===== src/rtl/jtcop_snd_pkg.sv =====
// Shared types and constants for the JTCOP sound ROM arbiter.
package jtcop_snd_pkg;
  localparam int unsigned SDRAM_AW = 22;

  typedef enum logic [1:0] {
    ST_IDLE,
    ST_REQ,
    ST_WAIT
  } arb_state_t;

  localparam logic ID_CPU = 1'b0;
  localparam logic ID_PCM = 1'b1;
endpackage


===== src/rtl/jtcop_snd_romcache.sv =====
// One-word read cache for a byte-wide ROM requester sitting on a 16-bit SDRAM slot.
module jtcop_snd_romcache #(
  parameter int unsigned AW = 15
) (
  input  logic          clk,
  input  logic          rst,
  input  logic          clr,
  input  logic [AW-1:0] addr,
  input  logic          cs,
  input  logic          fill,
  input  logic          fill_valid,
  input  logic [AW-2:0] fill_tag,
  input  logic [15:0]   fill_data,
  output logic [7:0]    data,
  output logic          ok,
  output logic          miss
);
  logic [AW-2:0] tag;
  logic [15:0]   word;
  logic          valid;
  logic          hit;

  always_ff @(posedge clk) begin
    if (rst) begin
      tag   <= '0;
      word  <= '0;
      valid <= 1'b0;
    end else begin
      if (fill) begin
        tag   <= fill_tag;
        word  <= fill_data;
        valid <= fill_valid;
      end
      // clear has priority over a fill landing in the same cycle
      if (clr) valid <= 1'b0;
    end
  end

  assign hit  = cs & valid & (tag == addr[AW-1:1]);
  assign ok   = hit;
  assign miss = cs & ~hit;
  assign data = addr[0] ? word[15:8] : word[7:0];
endmodule


===== src/rtl/jtcop_snd_romarb.sv =====
// Arbitrates the sound CPU and ADPCM ROM caches onto a single SDRAM read slot.
module jtcop_snd_romarb
  import jtcop_snd_pkg::*;
#(
  parameter logic [SDRAM_AW-1:0] CPU_OFFSET = 22'h0,
  parameter logic [SDRAM_AW-1:0] PCM_OFFSET = 22'h0
) (
  input  logic                clk,
  input  logic                rst,
  input  logic                downloading,
  input  logic [14:0]         cpu_addr,
  input  logic                cpu_cs,
  output logic [7:0]          cpu_data,
  output logic                cpu_ok,
  input  logic [17:0]         pcm_addr,
  input  logic                pcm_cs,
  output logic [7:0]          pcm_data,
  output logic                pcm_ok,
  output logic [SDRAM_AW-1:0] sdram_addr,
  output logic                sdram_req,
  input  logic                sdram_ack,
  input  logic                sdram_dok,
  input  logic [15:0]         sdram_din
);
  arb_state_t          state;
  logic                sel;
  logic                last;
  logic                poison;
  logic [16:0]         tag_q;
  logic                cpu_miss, pcm_miss;
  logic                pick;
  logic [16:0]         pick_tag;
  logic [SDRAM_AW-1:0] pick_addr;
  logic                fill_cpu, fill_pcm, fill_valid;

  always_comb begin
    pick = ID_CPU;
    if (cpu_miss && pcm_miss) pick = ~last;
    else if (pcm_miss)        pick = ID_PCM;
    pick_tag  = (pick == ID_PCM) ? pcm_addr[17:1] : {3'b000, cpu_addr[14:1]};
    pick_addr = ((pick == ID_PCM) ? PCM_OFFSET : CPU_OFFSET) + {5'b00000, pick_tag};
  end

  assign fill_cpu   = (state == ST_WAIT) && sdram_dok && (sel == ID_CPU);
  assign fill_pcm   = (state == ST_WAIT) && sdram_dok && (sel == ID_PCM);
  // a fetch overlapped by a download at any point returns stale data
  assign fill_valid = ~poison & ~downloading;

  always_ff @(posedge clk) begin
    if (rst) begin
      state      <= ST_IDLE;
      sdram_req  <= 1'b0;
      sdram_addr <= '0;
      sel        <= ID_CPU;
      last       <= ID_CPU;
      tag_q      <= '0;
      poison     <= 1'b0;
    end else begin
      case (state)
        ST_IDLE: begin
          if (!downloading && (cpu_miss || pcm_miss)) begin
            sel        <= pick;
            tag_q      <= pick_tag;
            sdram_addr <= pick_addr;
            sdram_req  <= 1'b1;
            poison     <= 1'b0;
            state      <= ST_REQ;
          end
        end
        ST_REQ: begin
          if (downloading) poison <= 1'b1;
          if (sdram_ack) begin
            sdram_req <= 1'b0;
            state     <= ST_WAIT;
          end
        end
        ST_WAIT: begin
          if (downloading) poison <= 1'b1;
          if (sdram_dok) begin
            last  <= sel;
            state <= ST_IDLE;
          end
        end
        default: state <= ST_IDLE;
      endcase
    end
  end

  jtcop_snd_romcache #(.AW(15)) u_cpu_cache (
    .clk        (clk),
    .rst        (rst),
    .clr        (downloading),
    .addr       (cpu_addr),
    .cs         (cpu_cs),
    .fill       (fill_cpu),
    .fill_valid (fill_valid),
    .fill_tag   (tag_q[13:0]),
    .fill_data  (sdram_din),
    .data       (cpu_data),
    .ok         (cpu_ok),
    .miss       (cpu_miss)
  );

  jtcop_snd_romcache #(.AW(18)) u_pcm_cache (
    .clk        (clk),
    .rst        (rst),
    .clr        (downloading),
    .addr       (pcm_addr),
    .cs         (pcm_cs),
    .fill       (fill_pcm),
    .fill_valid (fill_valid),
    .fill_tag   (tag_q),
    .fill_data  (sdram_din),
    .data       (pcm_data),
    .ok         (pcm_ok),
    .miss       (pcm_miss)
  );
endmodule


===== config.mk =====
export PLATFORM = sky130hd
export DESIGN_NAME = jtcop_snd_romarb
export DESIGN_NICKNAME = d
export VERILOG_FILES = /design/src/rtl/jtcop_snd_pkg.sv /design/src/rtl/jtcop_snd_romcache.sv /design/src/rtl/jtcop_snd_romarb.sv
export SDC_FILE = /design/constraint.sdc
export NUM_CORES = 1
export LEC_CHECK = 0
export ABC_AREA = 1
export CORE_ASPECT_RATIO = 1.4
export CORE_UTILIZATION = 45
export DETAILED_ROUTE_END_ITERATION = 12
export GPL_TIMING_DRIVEN = 0
export PLACE_DENSITY = 0.86
export SLEW_MARGIN = 20
export SYNTH_ARGS = -nofsm -noshare
export SYNTH_HDL_FRONTEND = slang
export SYNTH_SLANG_ARGS = --single-unit

===== constraint.sdc =====
create_clock -name clk -period 1.6 [get_ports clk]
set_input_delay 0.24 -clock clk [delete_from_list [all_inputs] [get_ports clk]]
set_output_delay 0.24 -clock clk [all_outputs]
set_load 0.005 [all_outputs]

Word-level counts from Yosys, hierarchy flattened
Cells that the tools add are included.

Word-level logic and storage cells: 65. Flip-flop bits (word level): 88. Output and inout port bits: 41.

Mux-type cells: 15. Bitwise logic cells: 13. Reductions and logical operators: 17. Equal/unequal tests: 8.

Operators by type and width (number): $eq 17x17->1 (1); $mux 17 (1); $mux 8 (2); $eq 14x14->1 (1); $reduce_and 3->1 (3); $and 1x1->1 (7); $mux 1 (6); $mux 2 (3); $ne 2x2->1 const B (3); $not 1->1 (6); $pmux 2 s3 (1); $logic_and 1x1->1 (5); $pmux 1 s2 (2); $reduce_and 2->1 (2); $reduce_bool 2->1 (2); $reduce_or 2->1 (2); $eq 2x1->1 const B (1); $eq 2x2->1 const B (1); $logic_not 2->1 (1); $ne 2x1->1 const B (1); $logic_not 1->1 (1); $logic_or 1x1->1 (1).

Logic depth before layout (Yosys ltp)
Word-level depth: 8. Depth in mapped cells: 15. Mapped depth without buffers: 14.

Modules after synthesis
Synthesis repeated with hierarchy kept, for this count alone.

Cell total of the unflattened synthesis: 672. Area total of the unflattened synthesis: 4668.2 sq um.

By module, submodules not included: jtcop_snd_romcache at u_pcm_cache (area each 1855.5 sq um, instances 1, sequential area each 680.7 sq um, cells an instance 272); jtcop_snd_romcache at u_cpu_cache (area each 1571.5 sq um, instances 1, sequential area each 620.6 sq um, cells an instance 219); jtcop_snd_romarb (area each 1241.2 sq um, instances 1, sequential area each 460.4 sq um, cells an instance 181).

Worst setup path after synthesis
Ideal clock, no wire load.

Kind: flip-flop to flip-flop. Start point: reg state[0]. End point: reg u_cpu_cache.word[0]. Cell stages (with the launch flop): 9. Setup slack: -0.004 ns. Data arrival time: 1.475 ns. Required time: 1.472 ns. Cells stage by stage: dfxtp_1 -> inv_1 -> ha_1 -> nand2_1 -> nor2_1 -> clkinv_1 -> clkbuf_1 -> o21ai_0 -> a21oi_1.

Longest elaborated chain between the ends: 3.

Ends and longest elaborated chain: from (decl) (RTL line jtcop_snd_romarb.sv:25) `arb_state_t state;`; from (signal assigned) (RTL line jtcop_snd_romarb.sv:51) `state <= ST_IDLE;`; from (signal assigned) (RTL line jtcop_snd_romarb.sv:67) `state <= ST_REQ;`; from (signal assigned) (RTL line jtcop_snd_romarb.sv:74) `state <= ST_WAIT;`; $eq 2x2->1 (RTL line jtcop_snd_romarb.sv:44) `assign fill_cpu = (state == ST_WAIT) && sdram_dok && (sel == ID_CPU);`; $logic_and 1x1->1 (2 in a row) (RTL line jtcop_snd_romarb.sv:44); to (signal assigned) (RTL line jtcop_snd_romcache.sv:31) `word <= fill_data;`; to (decl) (RTL line jtcop_snd_romcache.sv:19) `logic [15:0] word;`.

Every way passes these cells. A chain may end at the register's enable or synchronous reset.

Final worst setup path
Start point: reg u_cpu_cache.tag[9]. End point: reg tag_q[6].

Longest elaborated chain between the ends: 7. Elaborated cells on any way between the ends: 10.

Ends and longest elaborated chain: from (decl) (RTL line jtcop_snd_romcache.sv:18) `logic [AW-2:0] tag;`; from (signal assigned) (RTL line jtcop_snd_romcache.sv:30) `tag <= fill_tag;`; $eq 14x14->1 * (RTL line jtcop_snd_romcache.sv:39) `assign hit = cs & valid & (tag == addr[AW-1:1]);`; $and 1x1->1 * (RTL line jtcop_snd_romcache.sv:39); $not 1->1 * (RTL line jtcop_snd_romcache.sv:41) `assign miss = cs & ~hit;`; $and 1x1->1 * (RTL line jtcop_snd_romcache.sv:41); $logic_and 1x1->1 / $logic_or 1x1->1 (equally long branches) (RTL line jtcop_snd_romarb.sv:38, jtcop_snd_romarb.sv:61); $mux 1 / $logic_and 1x1->1 (equally long branches) (RTL line jtcop_snd_romarb.sv:38, jtcop_snd_romarb.sv:61); $mux 17 / $reduce_and 2->1 (equally long branches); to (signal assigned) (RTL line jtcop_snd_romarb.sv:63) `tag_q <= pick_tag;`; to (decl) (RTL line jtcop_snd_romarb.sv:29) `logic [16:0] tag_q;`.

Mark *: on every way between the ends. The rest lies on a longest branch, timed or not.

==> impl_metrics.ini <==
[synthesis]
synth_common_cells = nand2_1, o21ai_0, nor2_1
synthTopCellsByArea = dfxtp_1, o21ai_0, nand2_1
synth_cell_type_count = 25
synthFlopType = dfxtp_1
yosysSeqAreaShare = 0.425
ys_ff_latch = 88
synth.most_common_cell = nand2_1
syn_area_per_cell_um2 = 6.70
netlist.area_leader.share = 0.425
async_flop_share = 0
syn-instance-count = 619
synth_edf_count = 0
yosysWarningCount = 0
synth_top_cell_by_area = dfxtp_1
netlist_area_um2 = 4150

[global_route]
overflow = 0
grt_util_met2 = 0.552
use_met1 = 0.319
grt_usage = 0.312
use_met3 = 0.0491
grt_pass1_vias = 4854
busiest_layer = met2
grt_max_degree = 14
grt_pass1_wl_mm = 23.1
antenna_found_initial = 0

[detailed_routing]
num_vias = 4969
avgViaCountPerCell = 5.74
first_pass_iters = 6
wirelength_mm = 16.0
drt_iter0_markers = 548
drc = 0
wl_per_cell_um = 18.5
ant_nets = 0

[setup_path]
critPathKind = flip-flop to flip-flop
arrival_ns = 2.32
crit_fanout = 8
endpoint_kind = flip-flop
reg2reg_slack_ns = -0.48
r2r_start = u_cpu_cache.tag[9]
critPathLaunchType = flip-flop
required_ns = 1.84
cp-startpoint = u_cpu_cache.tag[9]

[job]
maxCapViolations = 0

[finish]
seqCellArea_um2 = 1780
fin_util = 0.696
stdcell_count = 865
nFillCells = 645
multi_input_area_um2 = 2230
fin_nets = 812
synthToLayoutAreaGrowth_pct = 50.7
layout-drive-gt1-share = 0.234
antennaDiodeCount = 0

[timing]
setup_viol = 25
period_share = 1.30
relSlewSlack = 0.583
rsz0062_at_grt = true
min_period_ns = 2.08
timing.final.ws_setup_ns = -0.482
worst_pin_slew_ns = 0.626
finalHoldViolCount = 0
max_freq_ghz = 0.480
maxSlewViolCount = 0
clock_skew_ns = 0.00524

[floorplanning]
core_area_um2 = 8980
rows = 41
die_area_um2 = 9610
die_h_um = 116
die_w_um = 83.2
boundaryPins = 97
initial_utilization = 0.462

[clock_tree]
hold_buffers = 0
cts_tree = done
clkSlewWorstSetupHoldPaths_ns = 0.06
cts_buffer_depth = 2
clock-sinks = 88
worstSkewPairLatency_ns = 0.35
htreeDepth = 3
cts_inserted_buffers = 9
cts_root_buffer = clkbuf_16

[power]
power.total_mw = 6.67
ir_drop_v = 0.000713
p_leak_nw = 2.85
p_per_area_nw_per_um2 = 1070

[hold_path]
hp-start = rst
worst_hold_path_type = input port to flip-flop

[placement]
io_buffers = 90
placedCellCount = 820
hpwl_mm = 9.80
place_ws_ns = -0.787
gp_congestion = 0.917

[run_status]
status = complete, but fails checks
violations = negative setup slack
==> flip-flops by register name, indices dropped and copies added (netlist names) <==
register           count
sel                    1
last                   1
poison                 1
u_pcm_cache.tag       17
u_pcm_cache.valid      1
u_cpu_cache.valid      1
u_cpu_cache.word      16
sdram_req              1
u_pcm_cache.word      16
state                  2
tag_q                 17
u_cpu_cache.tag       14
==> per-stage QoR <==
step	TNS (ns)	area, um2	hold WS [ns]
after global placement	-48.96	5200	0.434
final	-8.84	6250	0.320
after detailed placement	-52.68	5200	0.439
after global routing	-10.25	6250	0.338
after CTS	-4.88	6010	0.300
after floorplan	0	4170	0.375
==> worst max-delay path, cell delays in order (launching register included) <==
cell	delay [ns]
dfxtp_1	0.33
inv_1	0.08
nand2_1	0.09
o21ai_0	0.13
inv_1	0.08
nand3_1	0.07
nor2_2	0.14
nand2_2	0.10
buf_6	0.14
nand3_4	0.06
nand3_4	0.10
buf_8	0.16
buf_12	0.15
nand2_2	0.05
o21ai_1	0.07
nor2_1	0.17
nor2_1	0.06
==> kinds of logic after synthesis <==
| group | Yosys count | synth area share |
|---|---|---|
| XOR/XNOR | 6 | 0.0127 |
| AND/OR/NAND/NOR | 238 | 0.230 |
| other | 1 | 0.000904 |
| buffers and inverters | 113 | 0.114 |
| AO/OA/AOI/OAI | 170 | 0.209 |
| flip-flops | 88 | 0.425 |
| adder cells (fa/ha/maj) | 3 | 0.00905 |
==> layout by cell type, fill, tap and decap left out, types with 12 or more instances in the layout <==
cell	synthesis	final
buf_6	2	12
nor2_1	100	89
a21oi_1	52	46
dfxtp_2	0	12
o21ai_0	107	84
o21ai_2	4	16
buf_4	6	21
inv_1	77	65
nand2_2	1	25
clkdlybuf4s50_1	0	44
nand2_1	117	82
o21ai_1	7	18
dfxtp_1	88	76
dlymetal6s2s_1	0	13
dlygate4sd2_1	0	29
==> where the power goes <==
| part | total, mW | internal (mW) | switching [mW] |
|---|---|---|---|
| sequential | 2.64 | 2.43 | 0.210 |
| clock | 2.16 | 1.29 | 0.872 |
| combinational | 1.87 | 0.852 | 1.02 |
==> worst paths after layout <==
kind / end / cells after the start
max: tag_q[6] / 16
min: tag_q[16] / 2
max reg2reg: tag_q[6] / 16
min reg2reg: u_cpu_cache.word[0] / 2
==> area by class of cell <==
type                       count  share of cell area
clock inverter                 3             0.00640
tap                          107              0.0214
timing repair buffer         120               0.198
multi-input combinational    422               0.356
sequential                    88               0.284
inverter                      79              0.0494
buffer                        33              0.0428
clock buffer                  13              0.0416
==> metal layers <==
metal | part of all wire | routed length, um
met5 | 0 | 0
met4 | 0.081 | 1290
met3 | 0.086 | 1380
met2 | 0.50 | 7950
met1 | 0.34 | 5420
==> timing repair <==
action                     CTS  global route
pin swaps                   32            46
setup endpoints to repair  101            88
buffers inserted            29             7
resized for setup          160            94
cloned                       2             0
Power figures use the tool's default switching activity.
